===== config.mk =====
export PLATFORM = sky130hd
export DESIGN_NAME = led_frame_ctrl
export DESIGN_NICKNAME = d
export VERILOG_FILES = /design/src/rtl/flappy_pkg.sv /design/src/rtl/led_blink_timer.sv /design/src/rtl/led_frame_ctrl.sv
export SDC_FILE = /design/constraint.sdc
export NUM_CORES = 1
export LEC_CHECK = 0
export ABC_AREA = 0
export BUFFER_PORTS_ARGS = -buffer_cell sky130_fd_sc_hd__buf_2
export CORE_AREA = 2 2 312 314
export CTS_CLUSTER_DIAMETER = 100
export CTS_CLUSTER_SIZE = 20
export DETAILED_ROUTE_END_ITERATION = 12
export DIE_AREA = 0 0 314 316
export PLACE_DENSITY = 0.36
export SLEW_MARGIN = 20
export SYNTH_ARGS = -nofsm -noshare
export SYNTH_HDL_FRONTEND = slang
export SYNTH_HIERARCHICAL = 1
export SYNTH_SLANG_ARGS = --single-unit

===== constraint.sdc =====
create_clock -name Clock -period 9.4 [get_ports Clock]
set_input_delay 0.94 -clock Clock [delete_from_list [all_inputs] [get_ports Clock]]
set_output_delay 0.94 -clock Clock [all_outputs]
set_load 0.005 [all_outputs]

===== src/rtl/flappy_pkg.sv =====
// Shared types and banner images for the Flappy Bird LED screen.
// Each image is a 16x16 bitmap indexed [row][col], one packed word per row.
package flappy_pkg;

  typedef enum logic [1:0] {
    MODE_START = 2'd0,
    MODE_PLAY  = 2'd1,
    MODE_OVER  = 2'd2
  } mode_e;

  localparam int ROWS = 16;
  localparam int COLS = 16;

  // "GO" banner
  localparam logic [15:0][15:0] START_IMG = {
    16'h0000, 16'h0000, 16'h0000, 16'h3C3C,
    16'h4242, 16'h4042, 16'h4042, 16'h4E42,
    16'h4242, 16'h4242, 16'h3C3C, 16'h0000,
    16'h0000, 16'h0000, 16'h0000, 16'h0000
  };

  // "X" banner
  localparam logic [15:0][15:0] OVER_IMG = {
    16'h8001, 16'h4002, 16'h2004, 16'h1008,
    16'h0810, 16'h0420, 16'h0240, 16'h0180,
    16'h0180, 16'h0240, 16'h0420, 16'h0810,
    16'h1008, 16'h2004, 16'h4002, 16'h8001
  };

endpackage


===== src/rtl/led_blink_timer.sv =====
// Frame-tick driven blink phase generator with a saturating hold counter.
// The hold counter holds at HOLD_TICKS; hold_done is high while it sits there.
module led_blink_timer #(
  parameter int BLINK_TICKS = 4,
  parameter int HOLD_TICKS  = 8
) (
  input  logic Clock,
  input  logic RST,
  input  logic tick,
  input  logic clr,
  output logic phase,
  output logic hold_done
);

  localparam int BW = $clog2(BLINK_TICKS + 1);
  localparam int HW = $clog2(HOLD_TICKS + 1);

  logic [BW-1:0] blink_cnt;
  logic [HW-1:0] hold_cnt;

  always_ff @(posedge Clock or posedge RST) begin
    if (RST) begin
      blink_cnt <= '0;
      hold_cnt  <= '0;
      phase     <= 1'b0;
    end else if (clr) begin
      blink_cnt <= '0;
      hold_cnt  <= '0;
      phase     <= 1'b0;
    end else if (tick) begin
      if (blink_cnt == BW'(BLINK_TICKS - 1)) begin
        blink_cnt <= '0;
        phase     <= ~phase;
      end else begin
        blink_cnt <= blink_cnt + 1'b1;
      end
      if (hold_cnt != HW'(HOLD_TICKS))
        hold_cnt <= hold_cnt + 1'b1;
    end
  end

  assign hold_done = (hold_cnt == HW'(HOLD_TICKS));

endmodule


===== src/rtl/led_frame_ctrl.sv =====
// Screen-mode FSM and frame-synchronous red/green LED planes for Flappy Bird.
// Planes reload only on frame_tick so the matrix driver never sees a torn frame.
module led_frame_ctrl
  import flappy_pkg::*;
#(
  parameter int ROWS        = flappy_pkg::ROWS,
  parameter int COLS        = flappy_pkg::COLS,
  parameter int BIRD_ROW    = 2,
  parameter int BLINK_TICKS = 4,
  parameter int HOLD_TICKS  = 8,
  parameter int SCORE_W     = 8,
  parameter logic [ROWS-1:0][COLS-1:0] START_IMG = flappy_pkg::START_IMG,
  parameter logic [ROWS-1:0][COLS-1:0] OVER_IMG  = flappy_pkg::OVER_IMG
) (
  input  logic                       Clock,
  input  logic                       RST,
  input  logic                       frame_tick,
  input  logic                       start_btn,
  input  logic [COLS-1:0]            birdie,
  input  logic [ROWS-1:0][COLS-1:0]  pipes,
  output logic [ROWS-1:0][COLS-1:0]  redled,
  output logic [ROWS-1:0][COLS-1:0]  greenled,
  output mode_e                      mode,
  output logic                       collision,
  output logic [SCORE_W-1:0]         score
);

  if (BIRD_ROW >= ROWS || BIRD_ROW < 0) begin : g_bad_bird_row
    $error("led_frame_ctrl: BIRD_ROW must be in 0..ROWS-1");
  end
  if (BLINK_TICKS < 1) begin : g_bad_blink
    $error("led_frame_ctrl: BLINK_TICKS must be >= 1");
  end
  if (HOLD_TICKS < 1) begin : g_bad_hold
    $error("led_frame_ctrl: HOLD_TICKS must be >= 1");
  end

  logic                      hit;
  logic                      phase;
  logic                      hold_done;
  logic [ROWS-1:0][COLS-1:0] play_red;

  assign hit = |(birdie & pipes[BIRD_ROW]);

  always_comb begin
    play_red           = '0;
    play_red[BIRD_ROW] = birdie;
  end

  // Timer counts only OVER ticks and restarts on the collision edge, so the
  // first OVER frame always shows the banner.
  led_blink_timer #(
    .BLINK_TICKS (BLINK_TICKS),
    .HOLD_TICKS  (HOLD_TICKS)
  ) u_blink (
    .Clock     (Clock),
    .RST       (RST),
    .tick      (frame_tick && (mode == MODE_OVER)),
    .clr       (frame_tick && (mode == MODE_PLAY) && hit),
    .phase     (phase),
    .hold_done (hold_done)
  );

  always_ff @(posedge Clock or posedge RST) begin
    if (RST) begin
      mode      <= MODE_START;
      redled    <= '0;
      greenled  <= '0;
      collision <= 1'b0;
      score     <= '0;
    end else begin
      collision <= 1'b0;
      case (mode)
        MODE_START: begin
          if (frame_tick) begin
            redled   <= START_IMG;
            greenled <= '0;
          end
          if (start_btn) begin
            mode  <= MODE_PLAY;
            score <= '0;
          end
        end
        MODE_PLAY: begin
          if (frame_tick) begin
            redled   <= play_red;
            greenled <= pipes;
            if (hit) begin
              mode      <= MODE_OVER;
              collision <= 1'b1;
            end else if (score != '1) begin
              score <= score + 1'b1;
            end
          end
        end
        MODE_OVER: begin
          if (frame_tick)
            redled <= phase ? '0 : OVER_IMG;
          // hold_done reflects the pre-increment count, so a start on the
          // tick that reaches HOLD_TICKS is rejected.
          if (start_btn && hold_done)
            mode <= MODE_START;
        end
        default: mode <= MODE_START;
      endcase
    end
  end

endmodule


### Word level (Yosys, flattened, before mapping)

Cells that the tools add are included.

| cells by class | value |
|---|---|
| multiplexer cells | 30 |
| reductions and logical operators | 17 |
| eq/ne operators | 14 |
| $add $sub $neg | 3 |
| bitwise logic cells | 2 |

Operators with widths:

| cell | count |
|---|---|
| $mux 256 | 6 |
| $pmux 256 s3 | 1 |
| $pmux 256 s2 | 1 |
| $mux 8 | 4 |
| $and 16x16->16 | 1 |
| $pmux 8 s2 | 1 |
| $reduce_or 16->1 | 1 |
| $mux 4 | 3 |
| $ne 2x2->1 const B | 6 |
| $mux 3 | 3 |
| $add 8x1->8 const B | 1 |
| $mux 2 | 4 |
| $ne 8x8->1 const B | 1 |
| $reduce_and 4->1 | 2 |
| $reduce_bool 2->1 | 4 |
| $mux 1 | 6 |
| $pmux 2 s3 | 1 |
| $reduce_and 5->1 | 1 |
| $add 4x1->4 const B | 1 |
| $eq 4x4->1 const B | 1 |
| $logic_and 1x1->1 | 4 |
| $ne 2x1->1 const B | 2 |
| $ne 4x4->1 const B | 1 |
| $reduce_and 2->1 | 2 |
| other kinds (8) | 8 |

| word-level totals | value |
|---|---|
| register bits | 531 |
| output and inout port bits | 523 |
| logic and storage cells | 104 |
| input port bits | 276 |

### Logic depth before layout (Yosys ltp)

Gate-level depths: netlist of run 1.

| logic depth | value |
|---|---|
| depth after elaboration | 5 |
| depth in mapped cells | 9 |
| gate-level depth less buffers | 8 |

### Hierarchy

Netlist of run 1, hierarchy kept.

Modules (own cells, without submodules):

| module | sequential area each (µm²) | times used | cells an instance | area an instance (µm²) |
|---|---|---|---|---|
| led_frame_ctrl | 7156.9 | 1 | 984 | 12373.1 |
| led_blink_timer | 200.2 | 1 | 42 | 440.4 |

### Worst setup path before layout of run 1

OpenSTA, ideal clock, no wires.

| timing path | value |
|---|---|
| path kind | input to register |
| from | input port frame_tick |
| to | register u_blink.blink_cnt[2] |
| buffers on the path | 3 |
| data required time | 9.280 ns |
| stages | 6 |
| setup slack | 7.161 ns |
| arrival | 2.119 ns |
| path through | and2_1 buf_2 buf_2 buf_2 nor2b_1 and3b_1 |

| on the way | value |
|---|---|
| longest elaborated chain between the ends | 3 |
| elaborated cells on any way between the ends | 5 |

RTL lines:

| what | RTL line | RTL |
|---|---|---|
| start, declared | led_frame_ctrl.sv:17 | `input logic frame_tick,` |
| $logic_and 1x1->1 (2 in a row) | led_frame_ctrl.sv:59 | `.clr (frame_tick && (mode == MODE_PLAY) && hit),` |
| $mux 3 / $reduce_bool 2->1 (equally long branches) | - |  |
| end signal, assigned | led_blink_timer.sv:35 | `blink_cnt <= blink_cnt + 1'b1;` |
| end, declared | led_blink_timer.sv:18 | `logic [BW-1:0] blink_cnt;` |

Parallel ways exist; a longest one is shown, timed or not.
A chain may end at the register's enable or synchronous reset.

### Worst setup path in the final report of run 1

| timing path | value |
|---|---|
| from | register mode[1] |
| to | register greenled[133] in the netlist's numbering |

| on the way | value |
|---|---|
| longest elaborated chain between the ends | 3 |
| elaborated cells on any way between the ends | 7 |

RTL lines:

| what | RTL line | RTL |
|---|---|---|
| start, declared | led_frame_ctrl.sv:23 | `output mode_e mode,` |
| start signal, assigned | led_frame_ctrl.sv:66 | `mode <= MODE_START;` |
| start signal, assigned | led_frame_ctrl.sv:80 | `mode <= MODE_PLAY;` |
| start signal, assigned | led_frame_ctrl.sv:89 | `mode <= MODE_OVER;` |
| $eq 2x1->1 / $logic_not 2->1 (equally long branches) | led_frame_ctrl.sv:73 | `case (mode)` |
| $ne 2x2->1 (no source line) / $reduce_bool 2->1 (equally long branches) | - |  |
| $reduce_and 3->1 (no source line) | - |  |
| end signal, assigned | led_frame_ctrl.sv:87 | `greenled <= pipes;` |
| end, declared | led_frame_ctrl.sv:22 | `output logic [ROWS-1:0][COLS-1:0] greenled,` |

Parallel ways exist; a longest one is shown, timed or not.

==> reports/qor.txt, run 1 <==
Global route overflow -> 0
Fin Setup TNS -> 0 ps
FFs w/ async S/R, synth -> 100%
Worst-margin pin slew -> 1160 ps
Syn Area/Cell -> 12.5 um^2
Max_slew headroom -> 22.8%
DIE HEIGHT -> 316 um
Pwr Density -> 271 nW/um^2
Setup bufs post-CTS -> 0
Max clock buf depth -> 3
DP Wirelength -> 31200 um
CP max FO -> 80
TritonCTS clock tree -> yes
CTS sink cnt -> 294
Crit Reg-Reg Startpoint -> mode[1]
Pin count of the biggest net entering global routing -> 157
Number of flops mapped to enable cells by yosys -> 0
Startpoint type of the worst setup path -> register
Grt met2 use -> 13.5%
Hold Vio Cnt, Final -> 0
Leading area contributor after synthesis -> dfrtp_1
WL/cell -> 15.0 um
Routed vias -> 9538
Initial DRT Pass Iterations -> 5
Final period utilization -> 35.2%
Crit. Startpoint -> mode[1]
GR peak layer -> met2
Hold Path Class -> input pin to asynchronous set/reset pin
Std-Cell Rows -> 114
Initial drt markers -> 373
Resize count post-CTS -> 0
Total routing usage reported by global routing -> 7.88%
Area share of the largest cell type after synthesis -> 57.4%
Leading register cell type out of synthesis -> dfrtp_1
Routed wire length -> 42700 um
Worst Skew -> 22.4 ps
Antenna diodes -> 0
Share of layout cells above drive strength 1 -> 43.7%
Status -> completed
Post-synth cell types -> 50
VDD IR max -> 0.000117 V
FF-to-FF setup slack -> 6090 ps
Hold slack -> 409 ps
First-pass GRT wire length -> 61100 um
Footprint of the multi-input gates -> 3980 um^2
Root Driver -> clkbuf_16
Final setup viols -> 0
Number of port buffers -> 621
CP endpoint kind -> register
Nets -> 1835
GRT met1 Usage -> 9.65%
Initial core utilization -> 13.3%
WP data required -> 9910 ps
#FFs+latches synth -> 294
Growth of design area from synthesis to finish -> 31.9%
DRC errors left -> 0
Post-synthesis sequential area ratio -> 57.4%
Pleak -> 0.00899 uW
Routed Antenna Nets -> 0
Core area -> 96000 um^2
GP Congestion -> 0.800
# hold bufs at CTS -> 0
Area of the mapped netlist -> 12800 um^2
Max Cap Viol -> 0
Period minus WS final -> 3310 ps
Number of buffers created by CTS -> 23
Pins Over Slew Limit -> 0
Worst skew pair latency -> 580 ps
Initial antenna violation count -> 0
Peak Freq -> 302 MHz
Unrepaired setup endpoints after global routing -> false
Synthesized instance count -> 1026
Fill cells -> 10700
Die W -> 314 um
Vias in the first global route -> 9476
H-tree levels -> 1
Reg area -> 7360 um^2
Met3 Resource Use GR -> 2.36%
Synth area leaders -> dfrtp_1 57%, a22o_1 18%, buf_4 14%
Via density -> 3.36
Ports -> 799
Synth warnings -> 6
Clk pin slew, worst setup/hold paths -> 80 ps
Kind of critical path -> register to register
Die area -> 99200 um^2
Crit path DAT -> 3820 ps
-- area by class of cell --
type	count	share of cell area [%]
Sequential cell	294	43.5
Clock inverter	9	0.762
Timing Repair Buffer	629	18.9
Inverter	9	0.244
Clock buffer	27	3.61
Tap cell	1276	9.44
Multi-Input combinational cell	595	23.5
-- cell usage in the layout (no fill, tap or decap), drive strengths merged, types with 2 or more instances in the layout --
cell type	count
conb	177
o21a	3
a31oi	4
nand3	9
o21ai	23
ha	7
and2	6
a21oi	13
nand2b	6
nor3	5
inv	14
nand2	39
and4	4
a221oi	4
dfrtp	294
a21o	3
clkbuf	27
nor2	7
clkinv	3
nand3b	2
nor2b	3
or3	2
buf	629
and3	3
a22o	261
-- worst paths after layout --
| path | depth (start not counted) | to |
|---|---|---|
| worst max-delay path | 6 | greenled[133] |
| worst max register to register | 6 | greenled[133] |
| worst min register to register | 2 | redled[38] |
| min in group Clock | 2 | redled[38] |
| worst min-delay path | 2 | u_blink/blink_cnt[1] |
| max in group asynchronous | 3 | greenled[150] |
-- cell usage after synthesis (2+ instances only) --
| cell type | count |
|---|---|
| dfrtp_1 | 294 |
| a22o_1 | 261 |
| buf_4 | 241 |
| buf_2 | 44 |
| nand2_1 | 38 |
| clkbuf_1 | 17 |
| o21ai_0 | 16 |
| a21oi_1 | 10 |
| nand3_1 | 9 |
| ha_1 | 7 |
| inv_1 | 7 |
| and2_1 | 6 |
| nand2b_1 | 6 |
| nor2_1 | 6 |
| o21ai_1 | 5 |
| a221oi_2 | 4 |
| a31oi_1 | 4 |
| and4_1 | 4 |
| a21o_1 | 3 |
| a21oi_2 | 3 |
| and3_1 | 3 |
| nor2b_1 | 3 |
| nor3_2 | 3 |
| o21a_1 | 3 |
| buf_6 | 2 |
| nor3_1 | 2 |
| or3_1 | 2 |
-- cells by family after synthesis --
family / after synthesis / synth area share (%)
flip-flops: 294 / 57.4
XOR/XNOR: 1 / 0.0684
other: 1 / 0.0293
adder cells (fa/ha/maj): 7 / 0.683
AND/OR/NAND/NOR: 90 / 3.88
AO/OA/AOI/OAI: 318 / 21.0
multiplexers: 2 / 0.195
buffers and inverters: 313 / 16.8
-- sequential cells by signal, indices dropped and copies added (netlist names) --
name and cells:
redled 19, u_blink/blink_cnt 3, score 8, mode 2
u_blink/phase 1, u_blink/hold_cnt 4, collision 1, greenled 256
-- power breakdown --
group	switching [uW]	internal, uW	leakage, uW
registers	244	1660	0.00389
logic	869	770	0.00474
clock network	545	489	0.000359
-- worst max-delay path: stages (launching register included) --
cell and delay, ps:
dfrtp_1 370, inv_1 80, ha_1 560, o21ai_4 290
buf_4 680, buf_4 770, a22o_1 270
-- metal layers --
| layer | part of all wire [%] | up-vias |
|---|---|---|
| li1 | - | 4317 |
| met1 | 40 | 4709 |
| met2 | 50 | 470 |
| met3 | 8.0 | 42 |
| met4 | 2.1 | 0 |
| met5 | 0 | - |
-- per-stage QoR --
stage | total power (uW) | util [%] | area (um^2) | setup slack (ps) | instances
2_1_floorplan | 2980 | - | 13500 | 568 | 1202
3_3_place_gp | 3590 | 16.8 | 16200 | 6200 | 2803
3_5_place_dp | 3600 | 16.8 | 16200 | 6100 | 2803
4_1_cts | 4690 | 17.6 | 16900 | 6110 | 2839
5_1_grt | 4930 | 17.6 | 16900 | 5850 | 2839
6_report | 4580 | 17.6 | 16900 | 6090 | 2839
Power figures use the tool's default switching activity.
==> run 2: changes to the inputs <==
--- a/config.mk
+++ b/config.mk
@@ -5,14 +5,14 @@
 export SDC_FILE = /design/constraint.sdc
 export NUM_CORES = 1
 export LEC_CHECK = 0
-export ABC_AREA = 0
+export ABC_AREA = 1
 export BUFFER_PORTS_ARGS = -buffer_cell sky130_fd_sc_hd__buf_2
-export CORE_AREA = 2 2 312 314
+export CORE_AREA = 2 2 307 309
 export CTS_CLUSTER_DIAMETER = 100
 export CTS_CLUSTER_SIZE = 20
 export DETAILED_ROUTE_END_ITERATION = 12
-export DIE_AREA = 0 0 314 316
-export PLACE_DENSITY = 0.36
+export DIE_AREA = 0 0 309 311
+export PLACE_DENSITY = 0.37
 export SLEW_MARGIN = 20
 export SYNTH_ARGS = -nofsm -noshare
 export SYNTH_HDL_FRONTEND = slang
==> constraint.sdc (replaced) <==
create_clock -name Clock -period 3.4 [get_ports Clock]
set_input_delay 0.34 -clock Clock [delete_from_list [all_inputs] [get_ports Clock]]
set_output_delay 0.34 -clock Clock [all_outputs]
set_load 0.005 [all_outputs]
==> run 2 against run 1 <==
Compared with the run above: die area shrank 3.1%; total power increased to 3.4 times the previous value; sequential cell count unchanged; register-to-register slack lost 4900 ps; setup slack worse by 4900 ps; utilization grew 4.6 points; critical path type is now input pin to register; largest cell class unchanged.
==> reports/qor.txt, run 2 <==
Number of port buffers -> 621
Area share of the largest cell type after synthesis -> 51.4%
R2r worst-path depth -> 9
Peak Freq -> 444 MHz
Worst setup margin -> 1150 ps
H-tree levels -> 1
Fin Setup TNS -> 0 ps
Initial antenna violation count -> 1
Top flop regs -> greenled (256), redled (19), score (8)
Synth warnings -> 6
Core area -> 92800 um^2
DIE HEIGHT -> 311 um
Hold Path Class -> input pin to register
DP Wirelength -> 39500 um
Die W -> 309 um
Pins Over Slew Limit -> 0
Total routing usage reported by global routing -> 11.2%
Slowest Stage Delay on Critical Path -> 620 ps
Count leader, synth -> nand2_1
Vias in the first global route -> 13200
Via density -> 3.69
Global route overflow -> 0
Hold Vio Cnt, Final -> 0
Clk pin slew, worst setup/hold paths -> 90 ps
Final period utilization -> 66.2%
Growth of design area from synthesis to finish -> 44.2%
Worst Path Buf+Inv -> 3
Area of the mapped netlist -> 14300 um^2
Resize count post-CTS -> 0
Fin area -> 20600 um^2
Kind of critical path -> input pin to register
CP endpoint kind -> register
Syn Area/Cell -> 8.73 um^2
Leading area contributor after synthesis -> dfrtp_1
Initial DRT Pass Iterations -> 5
Std-Cell Rows -> 112
Routed Antenna Nets -> 0
VDD IR max -> 0.000620 V
Commonest non-fill, non-tap cell in the layout -> buf_2
Die area -> 96100 um^2
Nets -> 2636
Worst-margin pin slew -> 863 ps
DRC errors left -> 0
Post-synthesis sequential area ratio -> 51.4%
Leading register cell type out of synthesis -> dfrtp_1
Post-synth cell types -> 36
Max_slew headroom -> 42.4%
# hold bufs at CTS -> 224
TritonCTS clock tree -> yes
Synthesized instance count -> 1641
Synth top cells by count -> 345 x nand2_1, 294 x dfrtp_1, 283 x nand3_1
#FFs+latches synth -> 294
WL/cell -> 15.9 um
Max Cap Viol -> 0
Final Util -> 22.3%
Share of layout cells above drive strength 1 -> 30.0%
GP Congestion -> 0.754
Number of buffers created by CTS -> 21
FFs w/ async S/R, synth -> 100%
Pleak -> 0.0112 uW
Pwr Density -> 758 nW/um^2
Initial core utilization -> 15.4%
Initial drt markers -> 729
CP top delay family -> simple AND/OR/NAND/NOR gates
Period minus WS final -> 2250 ps
Ports -> 799
Critical path depth -> 13
CP max FO -> 6
Max FFs per register -> 256
Max clock buf depth -> 3
Area after DPL -> 17700 um^2
Max stage delay cell, worst path -> nor3_1
Synth area leaders -> dfrtp_1 51%, buf_4 13%, nand3_1 9.9%
Biggest register -> greenled
Pin count of the biggest net entering global routing -> 147
Pre-CTS setup slack -> 1030 ps
Crit path DAT -> 2720 ps
Unrepaired setup endpoints after global routing -> false
Setup bufs post-CTS -> 0
Worst Hold Depth -> 3
Worst skew pair latency -> 560 ps
Status -> completed
WP data required -> 3870 ps
Startpoint type of the worst setup path -> input pin
Power Total -> 15600 uW
Most used cell along the critical path -> nand2_1
Critical-path cell list -> dlygate4sd3_1 -> buf_2 -> nand2_1 -> nand2_1 -> nor2_1 -> nand2_1 -> nor2_1 -> nor3_1 -> inv_1 -> nand2_1 -> nand2_2 -> nand2_2 -> o21ai_2
Worst Skew -> 21.1 ps
CTS sink cnt -> 294
Routed wire length -> 57500 um
Routed vias -> 13300
First-pass GRT wire length -> 84900 um
Root Driver -> clkbuf_16
Final setup viols -> 0
Most frequent cells in the layout -> 620 x buf_2, 345 x nand2_1, 294 x dfrtp_1
Number of flops mapped to enable cells by yosys -> 0
==> run 2: changes by cell type after synthesis, sizes merged, moves of 5 or more <==
cell,previous run,this run
nand2,39,361
and2,6,0
nand2b,6,1
nand3,9,285
clkbuf,17,65
a21oi,13,7
nor2,7,22
o21ai,23,266
a22o,261,0
inv,8,23
==> run 2: cell families after synthesis <==
kind of cell / synth area share [%]
buffers and inverters: 17.0
AND/OR/NAND/NOR: 21.0
other: 0.0262
flip-flops: 51.4
AO/OA/AOI/OAI: 9.84
adder cells (fa/ha/maj): 0.611
XOR/XNOR: 0.122
==> run 2: power breakdown <==
group          total, uW  internal [uW]  switching (uW)
combinational       6680           2520            4160
sequential          5990           5080             908
clock               2980           1520            1460
==> run 2: layer usage <==
metal / track usage, % / vias to the layer above / routed length (um)
met2: 19.0 / 474 / 27700
met1: 14.7 / 6402 / 25000
met4: 2.46 / 0 / 957
met5: 0 / - / 0
met3: 2.27 / 47 / 3800
li1: - / 6425 / -
==> run 2: layout make-up <==
type                            instances  area [um^2]
Multi-Input combinational cell       1143         5200
Antenna cell                            2         5.00
Fill cell                           10400        72100
Inverter                               24          101
Clock inverter                         10          184
Tap cell                             1254         1570
Clock buffer                           26          564
Sequential cell                       294         7360
Timing Repair Buffer                  869         5660
==> run 2: through the flow <==
step,instances,hold WS (ps)
floorplan,1817,156
global placement,3360,358
detailed placement,3360,354
CTS,3620,0.139
global route,3621,13.4
finish,3622,40.5
==> run 2: worst min-delay path: stages <==
cell and delay (ps):
buf_2 80, nand3_1 80, nand2_1 70
==> run 2: final timing paths <==
| path | from | to | slack [ps] |
|---|---|---|---|
| worst max-delay path | birdie[9] | u_blink/phase | 1150 |
| worst min-delay path | pipes[237] | greenled[237] | 40 |
| worst max register to register | mode[1] | u_blink/phase | 1190 |
| worst min register to register | redled[40] | redled[40] | 480 |
| max in group asynchronous | RST | greenled[214] | 1960 |
| min in group asynchronous | RST | u_blink/hold_cnt[3] | 300 |
